File: src/rtl/pixel_readout_pkg.sv
// Shared widths, the FIFO entry layout and the pixel-select helper for the
// pixel readout capture block.
package pixel_readout_pkg;

  localparam int PIX_W  = 8;
  localparam int WORD_W = 16;

  typedef struct packed {
    logic [WORD_W-1:0] word;
    logic              sof;
    logic              eol;
    logic              eof;
  } pix_word_entry_t;

  // Phase 0 carries the even column (upper byte), phase 1 the odd column.
  function automatic logic [PIX_W-1:0] select_pixel(input pix_word_entry_t e,
                                                    input logic phase);
    return phase ? e.word[PIX_W-1:0] : e.word[WORD_W-1:PIX_W];
  endfunction

endpackage

File: src/rtl/pixel_readout_capture_if.sv
// Readout word input and tagged pixel stream output of the capture block.
interface pixel_readout_capture_if;
  import pixel_readout_pkg::*;

  logic              word_valid;
  logic [WORD_W-1:0] pixel_word;
  logic              pix_valid;
  logic              pix_ready;
  logic [PIX_W-1:0]  pix_data;
  logic              pix_sof;
  logic              pix_eol;
  logic              pix_eof;

  modport master (
    output word_valid, pixel_word, pix_ready,
    input  pix_valid, pix_data, pix_sof, pix_eol, pix_eof
  );

  modport slave (
    input  word_valid, pixel_word, pix_ready,
    output pix_valid, pix_data, pix_sof, pix_eol, pix_eof
  );

endinterface

File: src/rtl/pixel_word_fifo.sv
// Show-ahead synchronous FIFO of tagged readout words; a push into a full
// FIFO is taken only when a pop happens in the same cycle.
module pixel_word_fifo
  import pixel_readout_pkg::*;
#(
  parameter int DEPTH = 8
) (
  input  logic                     clk,
  input  logic                     reset,
  input  logic                     push,
  input  pix_word_entry_t          push_data,
  input  logic                     pop,
  output pix_word_entry_t          head,
  output logic                     full,
  output logic                     empty,
  output logic [$clog2(DEPTH):0]   level
);

  localparam int AW = $clog2(DEPTH);

  pix_word_entry_t   mem_r [DEPTH];
  logic [AW-1:0]     wr_ptr_r;
  logic [AW-1:0]     rd_ptr_r;
  logic [AW:0]       level_r;
  logic              do_pop_s;
  logic              do_push_s;

  assign full      = (level_r == (AW+1)'(DEPTH));
  assign empty     = (level_r == {(AW+1){1'b0}});
  assign level     = level_r;
  assign head      = mem_r[rd_ptr_r];
  assign do_pop_s  = pop && !empty;
  assign do_push_s = push && (!full || do_pop_s);

  // Entry storage; contents are qualified by level so no reset is needed.
  always_ff @(posedge clk) begin
    if (!reset && do_push_s) begin
      mem_r[wr_ptr_r] <= push_data;
    end
  end

  // Pointer and occupancy tracking.
  always_ff @(posedge clk) begin
    if (reset) begin
      wr_ptr_r <= {AW{1'b0}};
      rd_ptr_r <= {AW{1'b0}};
      level_r  <= {(AW+1){1'b0}};
    end else begin
      if (do_push_s) begin
        wr_ptr_r <= wr_ptr_r + AW'(1'b1);
      end
      if (do_pop_s) begin
        rd_ptr_r <= rd_ptr_r + AW'(1'b1);
      end
      case ({do_push_s, do_pop_s})
        2'b10:   level_r <= level_r + (AW+1)'(1'b1);
        2'b01:   level_r <= level_r - (AW+1)'(1'b1);
        default: level_r <= level_r;
      endcase
    end
  end

endmodule

File: src/rtl/pixel_readout_capture.sv
// Receive end of the pixel readout bus: tags 16-bit readout words with frame
// position, buffers them and serialises them into an 8-bit pixel stream.
module pixel_readout_capture
  import pixel_readout_pkg::*;
#(
  parameter int N_COLS     = 4,
  parameter int N_ROWS     = 2,
  parameter int FIFO_DEPTH = 8
) (
  input  logic                          clk,
  input  logic                          reset,
  input  logic                          frame_start,
  input  logic                          clr_overflow,
  pixel_readout_capture_if.slave        bus,
  output logic [$clog2(FIFO_DEPTH):0]   fifo_level,
  output logic                          overflow
);

  localparam int WPR   = N_COLS / 2;
  localparam int COL_W = (WPR > 1) ? $clog2(WPR) : 1;
  localparam int ROW_W = (N_ROWS > 1) ? $clog2(N_ROWS) : 1;
  localparam logic [COL_W-1:0] LAST_COL = COL_W'(WPR - 1);
  localparam logic [ROW_W-1:0] LAST_ROW = ROW_W'(N_ROWS - 1);

  logic [COL_W-1:0] word_col_r;
  logic [ROW_W-1:0] row_r;
  logic [COL_W-1:0] cur_col_s;
  logic [ROW_W-1:0] cur_row_s;
  logic [COL_W-1:0] nxt_col_s;
  logic [ROW_W-1:0] nxt_row_s;
  logic             phase_r;
  logic             overflow_r;
  logic             full_s;
  logic             empty_s;
  logic             xfer_s;
  logic             pop_s;
  logic             push_s;
  logic             drop_s;
  pix_word_entry_t  entry_s;
  pix_word_entry_t  head_s;

  // frame_start realigns the position used for this cycle's word.
  always_comb begin
    cur_col_s = word_col_r;
    cur_row_s = row_r;
    if (frame_start) begin
      cur_col_s = {COL_W{1'b0}};
      cur_row_s = {ROW_W{1'b0}};
    end else begin
      cur_col_s = word_col_r;
      cur_row_s = row_r;
    end
  end

  // Position following the current word, wrapping row then frame.
  always_comb begin
    nxt_col_s = cur_col_s;
    nxt_row_s = cur_row_s;
    if (cur_col_s == LAST_COL) begin
      nxt_col_s = {COL_W{1'b0}};
      if (cur_row_s == LAST_ROW) begin
        nxt_row_s = {ROW_W{1'b0}};
      end else begin
        nxt_row_s = cur_row_s + ROW_W'(1'b1);
      end
    end else begin
      nxt_col_s = cur_col_s + COL_W'(1'b1);
      nxt_row_s = cur_row_s;
    end
  end

  // Tags are fixed when the word enters the FIFO.
  always_comb begin
    entry_s.word = bus.pixel_word;
    entry_s.sof  = (cur_row_s == {ROW_W{1'b0}}) && (cur_col_s == {COL_W{1'b0}});
    entry_s.eol  = (cur_col_s == LAST_COL);
    entry_s.eof  = (cur_col_s == LAST_COL) && (cur_row_s == LAST_ROW);
  end

  assign xfer_s = !empty_s && bus.pix_ready;
  assign pop_s  = xfer_s && phase_r;
  assign push_s = bus.word_valid && (!full_s || pop_s);
  assign drop_s = bus.word_valid && !push_s;

  // Position counters advance on every word, dropped or not.
  always_ff @(posedge clk) begin
    if (reset) begin
      word_col_r <= {COL_W{1'b0}};
      row_r      <= {ROW_W{1'b0}};
    end else if (bus.word_valid) begin
      word_col_r <= nxt_col_s;
      row_r      <= nxt_row_s;
    end else if (frame_start) begin
      word_col_r <= {COL_W{1'b0}};
      row_r      <= {ROW_W{1'b0}};
    end
  end

  // Sticky drop flag; a new drop outranks a clear in the same cycle.
  always_ff @(posedge clk) begin
    if (reset) begin
      overflow_r <= 1'b0;
    end else if (drop_s) begin
      overflow_r <= 1'b1;
    end else if (clr_overflow) begin
      overflow_r <= 1'b0;
    end
  end

  // Serialiser phase: even column first, odd column pops the word.
  always_ff @(posedge clk) begin
    if (reset) begin
      phase_r <= 1'b0;
    end else if (xfer_s) begin
      phase_r <= !phase_r;
    end
  end

  pixel_word_fifo #(
    .DEPTH (FIFO_DEPTH)
  ) u_fifo (
    .clk       (clk),
    .reset     (reset),
    .push      (push_s),
    .push_data (entry_s),
    .pop       (pop_s),
    .head      (head_s),
    .full      (full_s),
    .empty     (empty_s),
    .level     (fifo_level)
  );

  assign overflow      = overflow_r;
  assign bus.pix_valid = !empty_s;
  assign bus.pix_data  = empty_s ? {PIX_W{1'b0}} : select_pixel(head_s, phase_r);
  assign bus.pix_sof   = !empty_s && !phase_r && head_s.sof;
  assign bus.pix_eol   = !empty_s &&  phase_r && head_s.eol;
  assign bus.pix_eof   = !empty_s &&  phase_r && head_s.eof;

endmodule

File: src/flat_wrapper.sv
// flat-port wrapper written by rule: the top's interface ports become plain ports
module pixel_readout_capture_flat import pixel_readout_pkg::*;
#(
  parameter int N_COLS     = 4,
  parameter int N_ROWS     = 2,
  parameter int FIFO_DEPTH = 8
)
  (clk, reset, frame_start, clr_overflow, fifo_level, overflow, bus_word_valid, bus_pixel_word, bus_pix_ready, bus_pix_valid, bus_pix_data, bus_pix_sof, bus_pix_eol, bus_pix_eof);
  pixel_readout_capture_if bus_i ();
  input  logic clk;
  input  logic reset;
  input  logic frame_start;
  input  logic clr_overflow;
  output logic [$clog2(FIFO_DEPTH):0] fifo_level;
  output logic overflow;
  input wire logic [$bits(bus_i.word_valid)-1:0] bus_word_valid;
  input wire logic [$bits(bus_i.pixel_word)-1:0] bus_pixel_word;
  input wire logic [$bits(bus_i.pix_ready)-1:0] bus_pix_ready;
  output wire logic [$bits(bus_i.pix_valid)-1:0] bus_pix_valid;
  output wire logic [$bits(bus_i.pix_data)-1:0] bus_pix_data;
  output wire logic [$bits(bus_i.pix_sof)-1:0] bus_pix_sof;
  output wire logic [$bits(bus_i.pix_eol)-1:0] bus_pix_eol;
  output wire logic [$bits(bus_i.pix_eof)-1:0] bus_pix_eof;
  assign bus_i.word_valid = bus_word_valid;
  assign bus_i.pixel_word = bus_pixel_word;
  assign bus_i.pix_ready = bus_pix_ready;
  assign bus_pix_valid = bus_i.pix_valid;
  assign bus_pix_data = bus_i.pix_data;
  assign bus_pix_sof = bus_i.pix_sof;
  assign bus_pix_eol = bus_i.pix_eol;
  assign bus_pix_eof = bus_i.pix_eof;
  pixel_readout_capture #(.N_COLS(N_COLS), .N_ROWS(N_ROWS), .FIFO_DEPTH(FIFO_DEPTH)) u_core (.clk(clk), .reset(reset), .frame_start(frame_start), .clr_overflow(clr_overflow), .bus(bus_i), .fifo_level(fifo_level), .overflow(overflow));
endmodule
File: config.mk
export PLATFORM = sky130hd
export DESIGN_NAME = pixel_readout_capture_flat
export DESIGN_NICKNAME = d
export VERILOG_FILES = /design/src/rtl/pixel_readout_pkg.sv /design/src/rtl/pixel_readout_capture_if.sv /design/src/rtl/pixel_word_fifo.sv /design/src/rtl/pixel_readout_capture.sv /design/src/flat_wrapper.sv
export SDC_FILE = /design/constraint.sdc
export NUM_CORES = 1
export LEC_CHECK = 0
export ABC_AREA = 1
export CORE_MARGIN = 2
export CORE_UTILIZATION = 56
export CTS_BUF_LIST = sky130_fd_sc_hd__clkbuf_4 sky130_fd_sc_hd__clkbuf_8
export DETAILED_ROUTE_END_ITERATION = 8
export PLACE_DENSITY = 0.88
export SYNTH_ARGS = -nofsm -noshare
export SYNTH_HDL_FRONTEND = slang
export SYNTH_SLANG_ARGS = --single-unit
File: constraint.sdc
create_clock -name clk -period 2.1 [get_ports clk]
set_input_delay 0.525 -clock clk [delete_from_list [all_inputs] [get_ports clk]]
set_output_delay 0.525 -clock clk [all_outputs]
set_load 0.02 [all_outputs]
Yosys cells after proc, flatten, opt, wreduce, memory -nomap -nowiden. Memory sizes are Yosys's and may differ from the RTL's. A register that Yosys moved wholly into a read port is not among the register bits. Index checks and enable logic that the tools add are counted.

Flip-flop bits (word level): 14. RAM bits: 152. Input port bits: 22. Logic and storage cells: 59. Memories: 1.

Memories: u_core.u_fifo.mem_r (depth 8, bits a word 19, rd ports 1, clocked after memory_dff 1, write ports 1, line pixel_word_fifo.sv:21) `pix_word_entry_t mem_r [DEPTH];`.

Add/subtract/negate cells: 6. Eq/ne operators: 3. Mux-type cells: 16. Bitwise gates (word level): 2. Reductions and logical operators: 24.

Operator list (number): $mux 8 (2); $logic_and 1x1->1 (14); $mux 1 (11); $pmux 4 s2 (1); $add 3x1->3 const B (2); $mux 3 (2); $logic_not 1->1 (5); $add 4x1->4 const B (1); $eq 4x4->1 const B (1); $logic_not 4->1 (1); $reduce_bool 2->1 (2); $sub 4x1->4 const B (1); $add 1x1->1 const B (2); $eq 2x1->1 const B (1); $eq 2x2->1 const B (1); $logic_or 1x1->1 (2); $not 1->1 (2).

Logic depth before layout (Yosys ltp).
Depth after elaboration: 10. Depth in mapped cells: 15.

By module. A second synthesis with hierarchy kept.

Cell total of the unflattened synthesis: 543. Area total of the unflattened synthesis: 6989.2 µm².

Modules (own cells, without submodules): pixel_word_fifo (times used 1, cells each 481, area each 6598.8 µm²); pixel_readout_capture (times used 1, cells each 62, area each 390.4 µm²).

Worst setup path before layout. OpenSTA, ideal clock, no wires.

Path type: register -> register. From: register u_core.u_fifo.level_r[3] (netlist: u_core.u_fifo.level[3]). To: memory u_core.u_fifo.mem_r[1][0] (netlist bit), enable pin. Setup time: 0.395 ns. Data arrival time: 1.930 ns. Data required time: 1.705 ns. Slack: -0.225 ns. Cell stages (with the launch flop): 7. Path buffers: 0. Period minus slack after synthesis: 2.325 ns. Cells stage by stage: dfxtp_1 > nor2_1 > nand2_4 > nand3_4 > nand2_4 > nand3_1 > nor2_1.

Longest elaborated chain between the ends: 10. Elaborated cells on any way between the ends: 14. Those cells by class: 1 x eq/ne; 2 x mux; 11 x reduce/logical.

RTL lines: start, declared (line pixel_word_fifo.sv:24) `logic [AW:0] level_r;`; start signal, assigned (line pixel_word_fifo.sv:47) `level_r <= {(AW+1){1'b0}};`; start signal, assigned (line pixel_word_fifo.sv:56) `2'b10: level_r <= level_r + (AW+1)'(1'b1);`; start signal, assigned (line pixel_word_fifo.sv:57) `2'b01: level_r <= level_r - (AW+1)'(1'b1);`; $logic_not 4->1 (*) (line pixel_word_fifo.sv:29) `assign empty = (level_r == {(AW+1){1'b0}});`; $logic_not 1->1 (*); named net bus_pix_valid (line flat_wrapper.sv:19) `output wire logic [$bits(bus_i.pix_valid)-1:0] bus_pix_valid;`; $logic_and 1x1->1 (line pixel_readout_capture.sv:80) `assign xfer_s = !empty_s && bus.pix_ready;`; $logic_and 1x1->1 (line pixel_readout_capture.sv:81) `assign pop_s = xfer_s && phase_r;`; $logic_or 1x1->1 or $logic_and 1x1->1 (tied branches) (line pixel_readout_capture.sv:82, pixel_word_fifo.sv:32); $logic_and 1x1->1 or $logic_or 1x1->1 (tied branches) (line pixel_readout_capture.sv:82, pixel_word_fifo.sv:33); $logic_and 1x1->1 (*) (line pixel_word_fifo.sv:33) `assign do_push_s = push && (!full || do_pop_s);`; $logic_and 1x1->1 (*) (line pixel_word_fifo.sv:37) `if (!reset && do_push_s) begin`; $mux 1 (*) (line pixel_word_fifo.sv:37); $mux 1 (not written as such) (*) (line pixel_word_fifo.sv:38) `mem_r[wr_ptr_r] <= push_data;`; end, declared (line pixel_word_fifo.sv:21).

Mark *: on every way through the listed nets, which the timed path passes. The rest lies on a longest branch.

==> impl_metrics.yaml <==
worst_setup_path:
  path_class: "flop to output pin"
  arrival_ns: 1.99
  end_kind: "output pin"
  cp_max_fo: 19
  required_ns: 1.57
  worstSetupStartpointType: "flop"
yosys:
  avgSynthCellArea_um2: 12.2
  syn_nets: 594
  syn_inst: 565
  ys_ff_latch: 169
  syn_area_um2: 6870
  synth_seq_area_share_pct: 71.4
  yosysWarnings: 0
  synth_cell_types: 26
place:
  dp_hpwl_mm: 9.24
  port_buffers: 38
  dp_slack_ns: -0.368
  placed_cells: 760
  dpl-instance-area_um2: 7800
  gp_congestion: 0.851
sta:
  fmax_mhz: 398
  hold_viol_final: 0
  period_share_pct: 120
  fin_worst_skew_ns: 0.0127
  slew_headroom_pct: 79.1
  whs_ns: 0.498
  setup_viol: 11
  worst_pin_slew_ns: 0.313
  min_period_ns: 2.51
  rsz0062_at_grt: "true"
  setup_tns_ns: -3.54
  worst_slack_ns: -0.415
  drv_slew: 0
cts:
  cts_tree: "built"
  cts_made_buffers: 17
  clk_latency_ns: 0.46
  cts_sinks: 169
  clock_path_buffers: 2
  cts_max_level: 4
  path_clk_slew_ns: 0.09
  root_buffer: "clkbuf_8"
final_layout:
  final_util_pct: 72.4
  nNetsFinal: 677
  final_cells: 808
  design_area_um2: 8700
  syn2layout_area_growth_pct: 26.7
  antennaDiodeCount: 0
  layout-drive-gt1-share_pct: 24.5
floorplanning:
  dieArea_um2: 13200
  rows: 40
  ios: 39
  die_w_um: 115
  die_h_um: 115
  core_area_um2: 12000
  initial_core_util_pct: 57.2
detailed_routing:
  ant_nets: 0
  drc: 0
  wl_per_cell_um: 20.8
  finalWirelength_mm: 16.8
  viasPerCell: 6.19
  first_pass_iters: 7
  dr_total_vias: 5001
  drt_iter0_drc: 595
hold_path:
  hold_path.class: "flop to flop"
status:
  outcome: "complete, but fails checks"
  violations: "setup timing"
power:
  powerDensity_nw_per_um2: 936
  power_mw: 8.14
  p_leak_nw: 3.07
  irDropWorstVdd_mv: 0.701
global_routing:
  gr-total-overflow: 0
  grt_max_degree: 23
  track_usage_pct: 25.8
  antenna_found_initial: 0
  grt_pass1_vias: 4791
  grt_pass1_wl_mm: 24.8
run:
  drv_cap: 0
## worst paths after layout
path | end | cells past startpoint | from | slack, ns
max | bus_pix_data[2] | 8 | flop | -0.41
min | u_core.overflow | 2 | u_core.overflow | 0.50
max reg2reg | u_core.u_fifo.level[2] | 15 | u_core.u_fifo.level[2] | 0.07
min reg2reg | u_core.overflow | 2 | u_core.overflow | 0.50
## power by group
group          total [mW]  internal (mW)  switching, mW
clock network        2.03          0.833           1.19
logic                2.25          0.995           1.26
registers            3.86           3.79         0.0747
total                8.14           5.61           2.53
## cells in the final DEF (no fill, tap or decap), types with 17 or more instances in the layout
cell type and instances:
edfxtp_1 152, nor2_1 106, o21ai_0 43, o211ai_1 35
nand2_1 28, nor2_2 27, o21ai_1 26, nand3_1 23
buf_12 23, clkdlybuf4s50_1 22, buf_4 22, inv_1 18
clkbuf_8 17
## critical path, cell delays in order (launching register included)
cell       delay, ns
dfxtp_4         0.41
buf_12          0.16
clkinv_16       0.09
buf_16          0.17
o21ai_0         0.23
o211ai_1        0.12
nand3_1         0.10
nand2_2         0.09
buf_6           0.14
## state kept, by name (all words and copies together), names as in the netlist, named ones only
signal	count
u_core.u_fifo.mem_r	152
u_core.u_fifo.rd_ptr_r	3
u_core.overflow	1
u_core.u_fifo.wr_ptr_r	3
u_core.u_fifo.level	4
u_core.phase_r	1
u_core.word_col_r	1
u_core.row_r	1
## repair_timing
action	4_1_cts	5_1_grt
hold buffers	0	0
pin swaps	17	38
buffers inserted	6	4
hold endpoints to repair	0	0
gates cloned	4	2
gates resized for setup	118	57
endpoints found under the setup margin	15	15
## cell families (layout without fill, tap and decap cells)
kind of cell    count (synthesis)  after routing  synth area share [%]
flops                         169            169                  71.4
xor+xnor                        5              5                 0.638
compound gates                131            131                  10.9
simple gates                  203            203                  12.4
fa+ha+maj                       7              7                  1.28
buf+inv                        50            146                  3.34
## metal layers
layer | wire length (um) | track usage (%)
met1 | 6130 | 31.5
met4 | 657 | 11.9
met3 | 1480 | 6.88
met2 | 8570 | 43.1
met5 | 0 | 0
## area by class of cell
class                      count  area, um^2
clock inverter                14         100
timing repair buffer          92        1210
sequential                   169        4910
inverter                      22         109
multi-input combinational    346        1930
clock buffer                  18         241
tap                          147         184
fill                         701        3320
## Yosys cell counts
cell type  instances  area (um^2)
xor2_1             3         26.3
xnor2_1            2         17.5
buf_6              3         33.8
edfxtp_1         152         4560
nand3b_1           1         7.51
dfxtp_1           17          340
nor2_2             6         37.5
nand2_1           30          113
nand2_4            3         33.8
or2_4              1         8.76
nand3_4            1         17.5
buf_2              9         45.0
o21ai_0           65          325
nor3_1             2         10.0
clkbuf_1          14         52.6
nor2_1           136          510
o21ai_1           18         90.1
o22ai_1            3         18.8
inv_2              2         7.51
inv_1             19         71.3
buf_4              2         15.0
nand3_1           23          115
ha_1               7         87.6
a21oi_1           10         50.1
clkinv_1           1         3.75
o211ai_1          35          263
(Power assumes the default switching activity.)
